<file path="src/rtl/systolic_feeder.sv">
// Feed stage for the NxN systolic array: offsets A, skews A/B diagonally, clears and flushes.
// Define FEEDER_OFFSET_EN to add the latched input_offset to every A lane.
module systolic_feeder #(
    parameter int N  = 4,
    parameter int KW = 16
) (
    input  logic            clk,
    input  logic            reset,
    input  logic            start,
    input  logic [KW-1:0]   k_len,
    input  logic [8:0]      input_offset,
    input  logic            in_valid,
    output logic            in_ready,
    input  logic [8*N-1:0]  a_data,
    input  logic [8*N-1:0]  b_data,
    output logic [9*N-1:0]  left_o,
    output logic [8*N-1:0]  top_o,
    output logic            pe_rst_o,
    output logic            busy,
    output logic            done
);

    typedef enum logic [2:0] {
        IDLE,
        CLEAR,
        FEED,
        FLUSH,
        DONE
    } state_t;

    localparam int FW = $clog2(2 * N);
    localparam logic [FW-1:0] FLUSH_LAST = FW'(2 * N - 2);

    state_t        state;
    logic [KW-1:0] k_q;
    logic [KW-1:0] cnt;
    logic [FW-1:0] fcnt;
    logic          accept;

    assign accept = in_ready & in_valid;

`ifdef FEEDER_OFFSET_EN
    logic [8:0] offset_q;

    always_ff @(posedge clk) begin
        if (reset) begin
            offset_q <= '0;
        end else if (state == IDLE && start) begin
            offset_q <= input_offset;
        end
    end
`else
    logic unused_offset;
    assign unused_offset = ^input_offset;
`endif

    always_ff @(posedge clk) begin
        if (reset) begin
            state    <= IDLE;
            k_q      <= '0;
            cnt      <= '0;
            fcnt     <= '0;
            in_ready <= 1'b0;
            pe_rst_o <= 1'b0;
            busy     <= 1'b0;
            done     <= 1'b0;
        end else begin
            unique case (state)
                IDLE: begin
                    if (start) begin
                        k_q      <= k_len;
                        state    <= CLEAR;
                        pe_rst_o <= 1'b1;
                        busy     <= 1'b1;
                    end
                end
                CLEAR: begin
                    pe_rst_o <= 1'b0;
                    cnt      <= '0;
                    fcnt     <= '0;
                    if (k_q == '0) begin
                        state <= FLUSH;
                    end else begin
                        state    <= FEED;
                        in_ready <= 1'b1;
                    end
                end
                FEED: begin
                    if (in_valid) begin
                        cnt <= cnt + 1'b1;
                        if (cnt + 1'b1 == k_q) begin
                            state    <= FLUSH;
                            in_ready <= 1'b0;
                        end
                    end
                end
                FLUSH: begin
                    fcnt <= fcnt + 1'b1;
                    if (fcnt == FLUSH_LAST) begin
                        state <= DONE;
                        done  <= 1'b1;
                    end
                end
                DONE: begin
                    state <= IDLE;
                    done  <= 1'b0;
                    busy  <= 1'b0;
                end
                default: begin
                    state <= IDLE;
                end
            endcase
        end
    end

    // Lane i is an (i+1)-deep shift register whose last stage is the output.
    for (genvar i = 0; i < N; i++) begin : g_lane
        logic [8:0] a_ext;
        logic [8:0] inj_l;
        logic [7:0] inj_t;
        logic [8:0] ld [0:i];
        logic [7:0] td [0:i];

        assign a_ext = {a_data[8*i+7], a_data[8*i +: 8]};
`ifdef FEEDER_OFFSET_EN
        assign inj_l = accept ? a_ext + offset_q : '0;
`else
        assign inj_l = accept ? a_ext : '0;
`endif
        assign inj_t = accept ? b_data[8*i +: 8] : '0;

        always_ff @(posedge clk) begin
            if (reset) begin
                for (int j = 0; j <= i; j++) begin
                    ld[j] <= '0;
                    td[j] <= '0;
                end
            end else begin
                ld[0] <= inj_l;
                td[0] <= inj_t;
                for (int j = 1; j <= i; j++) begin
                    ld[j] <= ld[j-1];
                    td[j] <= td[j-1];
                end
            end
        end

        assign left_o[9*i +: 9] = ld[i];
        assign top_o[8*i +: 8]  = td[i];
    end

endmodule

</file>
<file path="config.mk">
export PLATFORM = sky130hd
export DESIGN_NAME = systolic_feeder
export DESIGN_NICKNAME = d
export VERILOG_FILES = /design/src/rtl/systolic_feeder.sv
export SDC_FILE = /design/constraint.sdc
export NUM_CORES = 1
export LEC_CHECK = 0
export BUFFER_PORTS_ARGS = -buffer_cell sky130_fd_sc_hd__buf_2
export CAP_MARGIN = 15
export CORE_MARGIN = 2
export CORE_UTILIZATION = 45
export DETAILED_ROUTE_END_ITERATION = 10
export MAX_ROUTING_LAYER = met4
export PLACE_DENSITY = 0.78
export SETUP_SLACK_MARGIN = 0.2
export SYNTH_ARGS = -nofsm -noshare
export SYNTH_HDL_FRONTEND = slang
export SYNTH_SLANG_ARGS = --single-unit
</file>
<file path="constraint.sdc">
create_clock -name clk -period 2.7 [get_ports clk]
set_input_delay 0 -clock clk [delete_from_list [all_inputs] [get_ports clk]]
set_output_delay 0 -clock clk [all_outputs]
set_load 0.02 [all_outputs]
</file>
==> metrics.txt <==
status finished, final reports clean; largest family of logic cells by synthesized area simple AND/OR/NAND/NOR gates; slew margin rel. 52.2%; CP max-delay cell or3_1; post-synthesis compound-gate area fraction 6.05%; I/O pin total 165; critical path data arrival time 2.67 ns; critical-path maximum fanout 10; Critical Path RT 3.09 ns; detailed-route vias per instance 4.66; Starting Density 45.8%; Die Span Y 128 um; Post-synth EDFFs 0; Mapped Cells 688; Buf/Inv on CP 0; Sum Neg Setup Slack 0 ns; clk_skew 0.0141 ns; Async SR Flop Fraction 0%; mapped cell area 0.00691 mm2; Top FF cell, synth dfxtp_1; worst r2r dst in_ready$_SDFFE_PP0P_; root cell of the clock tree clkbuf_16; pin count of the biggest net entering global routing 71; core box area 0.0151 mm2; global-route wire length before repair 23600 um; Synth top area share 58.6%; post-place setup slack 0.370 ns; worst-skew pair later-pin latency 0.50 ns; Post-CTS Setup Inserts 0; number of nets in the layout 982; Max Clock Freq 439 MHz; Pwr per Cell Area 723 mW/mm2; Worst VDD drop 0.620 mV; Synth area leader dfxtp_1; most used cell, CP nand3_1; total chip power 6.64 mW; mux contribution to synthesized area 0.163%; crit end category register; Tmin final 2.28 ns; top cells by area, synth dfxtp_1, nor2b_1, and2_1; Syn Nets 784; DP HPWL 8380 um; setup ws final 0.421 ns; Worst Hold Path EP g_lane[2].ld[0][5]$_SDFF_PP0_; DRC viols 0; slowest stage delay, CP 0.46 ns; syn_area_per_cell 10.0 um2; warnings from Yosys 0; Clk pin slew, worst setup/hold paths 0.06 ns; First DRT Iteration DRCs 277; gr ovfl total 0; register area share after synthesis 58.6%; top-count cell post-synth dfxtp_1; Die W 128 um; CTS Buffer Depth 3; Yosys reg bits 202; number of cells on the worst hold path 3; GRT Total Usage 18.5%; DR pass1 iterations 5; unrepaired setup endpoints after global routing no; final worst path period share 84.4%; critical path's top delay family simple AND/OR/NAND/NOR gates; CTS H-tree lvls 1; CTS tree built; Final Max Tran Viols 0; Final Cell Area 0.00918 mm2; Vias 5073; number of max-cap violations 0; slew of the pin with the lowest slew margin 0.717 ns; Fin. Hold Viols 0; synth unique cells 46; CP Launch Type register; Post-DP Area 0.00750 mm2; Hold Crit Class in2reg; most instantiated cells after synthesis dfxtp_1, nor2b_1, and2_1; P_leak 3.99 nW; post-synthesis adder-cell area fraction 0.544%; Synth Area in Simple Gates 25.4%; Synth-to-Final Area Change 32.9%; vias in the first global route 5037; layout cells sized above 1 22.9%; IO Port Bufs 155; Reg2Reg Launch Point cnt[0]$_SDFFE_PP0P_; WL/cell 13.5 um; antenna cells 0; setup violators final 0; Cell Rows 45; FF-to-FF path depth 8; r2r setup slk 0.42 ns; initial antenna violation count 0; CTS sink count 202; GP Congestion 0.884; post-synthesis xor/xnor area fraction 2.28%; Hold Crit Start a_data[21]; Routed WL 14700 um; Num CTS Buffers 22; critical path type reg2reg; Antenna Nets Post-Route 0; worst-path cell chain ha_2 > nand3_1 > or3_1 > nor3b_1 > a31oi_1 > nor2_1 > nand3_1 > o21a_1; die area 0.0164 mm2
[per-stage QoR]
stage                     hold WS, ns  instances  util [%]
final                           0.224       1088      60.8
after global routing            0.213       1088      60.8
after CTS                       0.199       1087      60.7
after detailed placement        0.201        958      49.7
after global placement          0.199        958      49.7
after floorplan                 0.122        688         -
[metal layers]
metal  share of wire [%]  GRT usage, %  up-vias  wire (um)
met4                 2.3          6.27        0        340
met5                   0             -        -          0
met3                 6.6          4.67       33        975
li1                    -             -     2579          -
met2                  49          32.0      161       7250
met1                  42          21.0     2300       6130
[tightest hold or removal path: cells and delay by family]
kind | cells | cell delay, ns
buffers and inverters | 2 | 0.61
AND/OR/NAND/NOR | 1 | 0.10
[cells by family (layout without fill, tap and decap cells)]
| kind of cell | after synthesis | in the layout |
|---|---|---|
| fa+ha+maj | 3 | 3 |
| compound gates | 72 | 72 |
| flops | 202 | 202 |
| xor+xnor | 18 | 18 |
| buf+inv | 82 | 294 |
| mux | 1 | 1 |
| simple gates | 310 | 310 |
[registers in the layout (all words and copies together) (netlist names)]
| name | count |
|---|---|
| busy | 1 |
| cnt | 16 |
| done | 1 |
| fcnt | 3 |
| g_lane.ld | 80 |
| g_lane.td | 80 |
| in_ready | 1 |
| k_q | 16 |
| pe_rst_o | 1 |
| state | 3 |
[final cells by class]
cell class | count | area (um2)
Clock inverter | 8 | 124
Sequential cell | 202 | 4040
Inverter | 3 | 11.3
Fill cell | 1208 | 5910
Tap cell | 188 | 235
Multi-Input combinational cell | 404 | 2390
Timing Repair Buffer | 253 | 1750
Clock buffer | 30 | 621
[power by group]
part	switching [mW]	internal, mW	leakage (nW)
combinational	0.268	0.267	2.00
clock	1.18	1.82	0.362
sequential	0.0555	3.06	1.63
total	1.50	5.14	3.99
[cells in the final DEF (no fill, tap or decap), types with 3 or more instances in the layout]
master	n
nor3_1	8
clkbuf_1	4
a21oi_1	39
a31oi_1	6
nand2_1	51
nor4_1	6
and2_1	66
and3_1	3
nor2_1	34
dfxtp_1	202
clkbuf_8	4
nor3b_1	3
xnor2_1	11
inv_1	3
nand3_1	13
clkbuf_16	22
a311oi_1	3
nor2b_1	99
dlygate4sd3_1	91
xor2_1	7
buf_4	7
clkinv_2	3
o21ai_0	13
nand2b_1	3
or3_1	5
buf_2	154
[worst max path at each step]
stage	from	to	slack, ns	cells past startpoint
floorplan	cnt[0]$_SDFFE_PP0P_	in_ready$_SDFFE_PP0P_	0.70	9
global placement	cnt[0]$_SDFFE_PP0P_	in_ready$_SDFFE_PP0P_	0.43	8
detailed placement	cnt[0]$_SDFFE_PP0P_	in_ready$_SDFFE_PP0P_	0.37	8
CTS	cnt[0]$_SDFFE_PP0P_	in_ready$_SDFFE_PP0P_	0.36	8
global route	state[1]$_SDFFE_PP0P_	k_q[1]$_SDFFE_PP0P_	0.28	5
finish	cnt[0]$_SDFFE_PP0P_	in_ready$_SDFFE_PP0P_	0.42	8
[what timing repair did]
| item | CTS | global route |
|---|---|---|
| endpoints found under the hold margin | 88 | 0 |
| setup endpoints to repair | 0 | 1 |
| hold buffers | 91 | 0 |
| gates resized for setup | 0 | 1 |
Note: power is estimated with default switching activity, not from simulation.
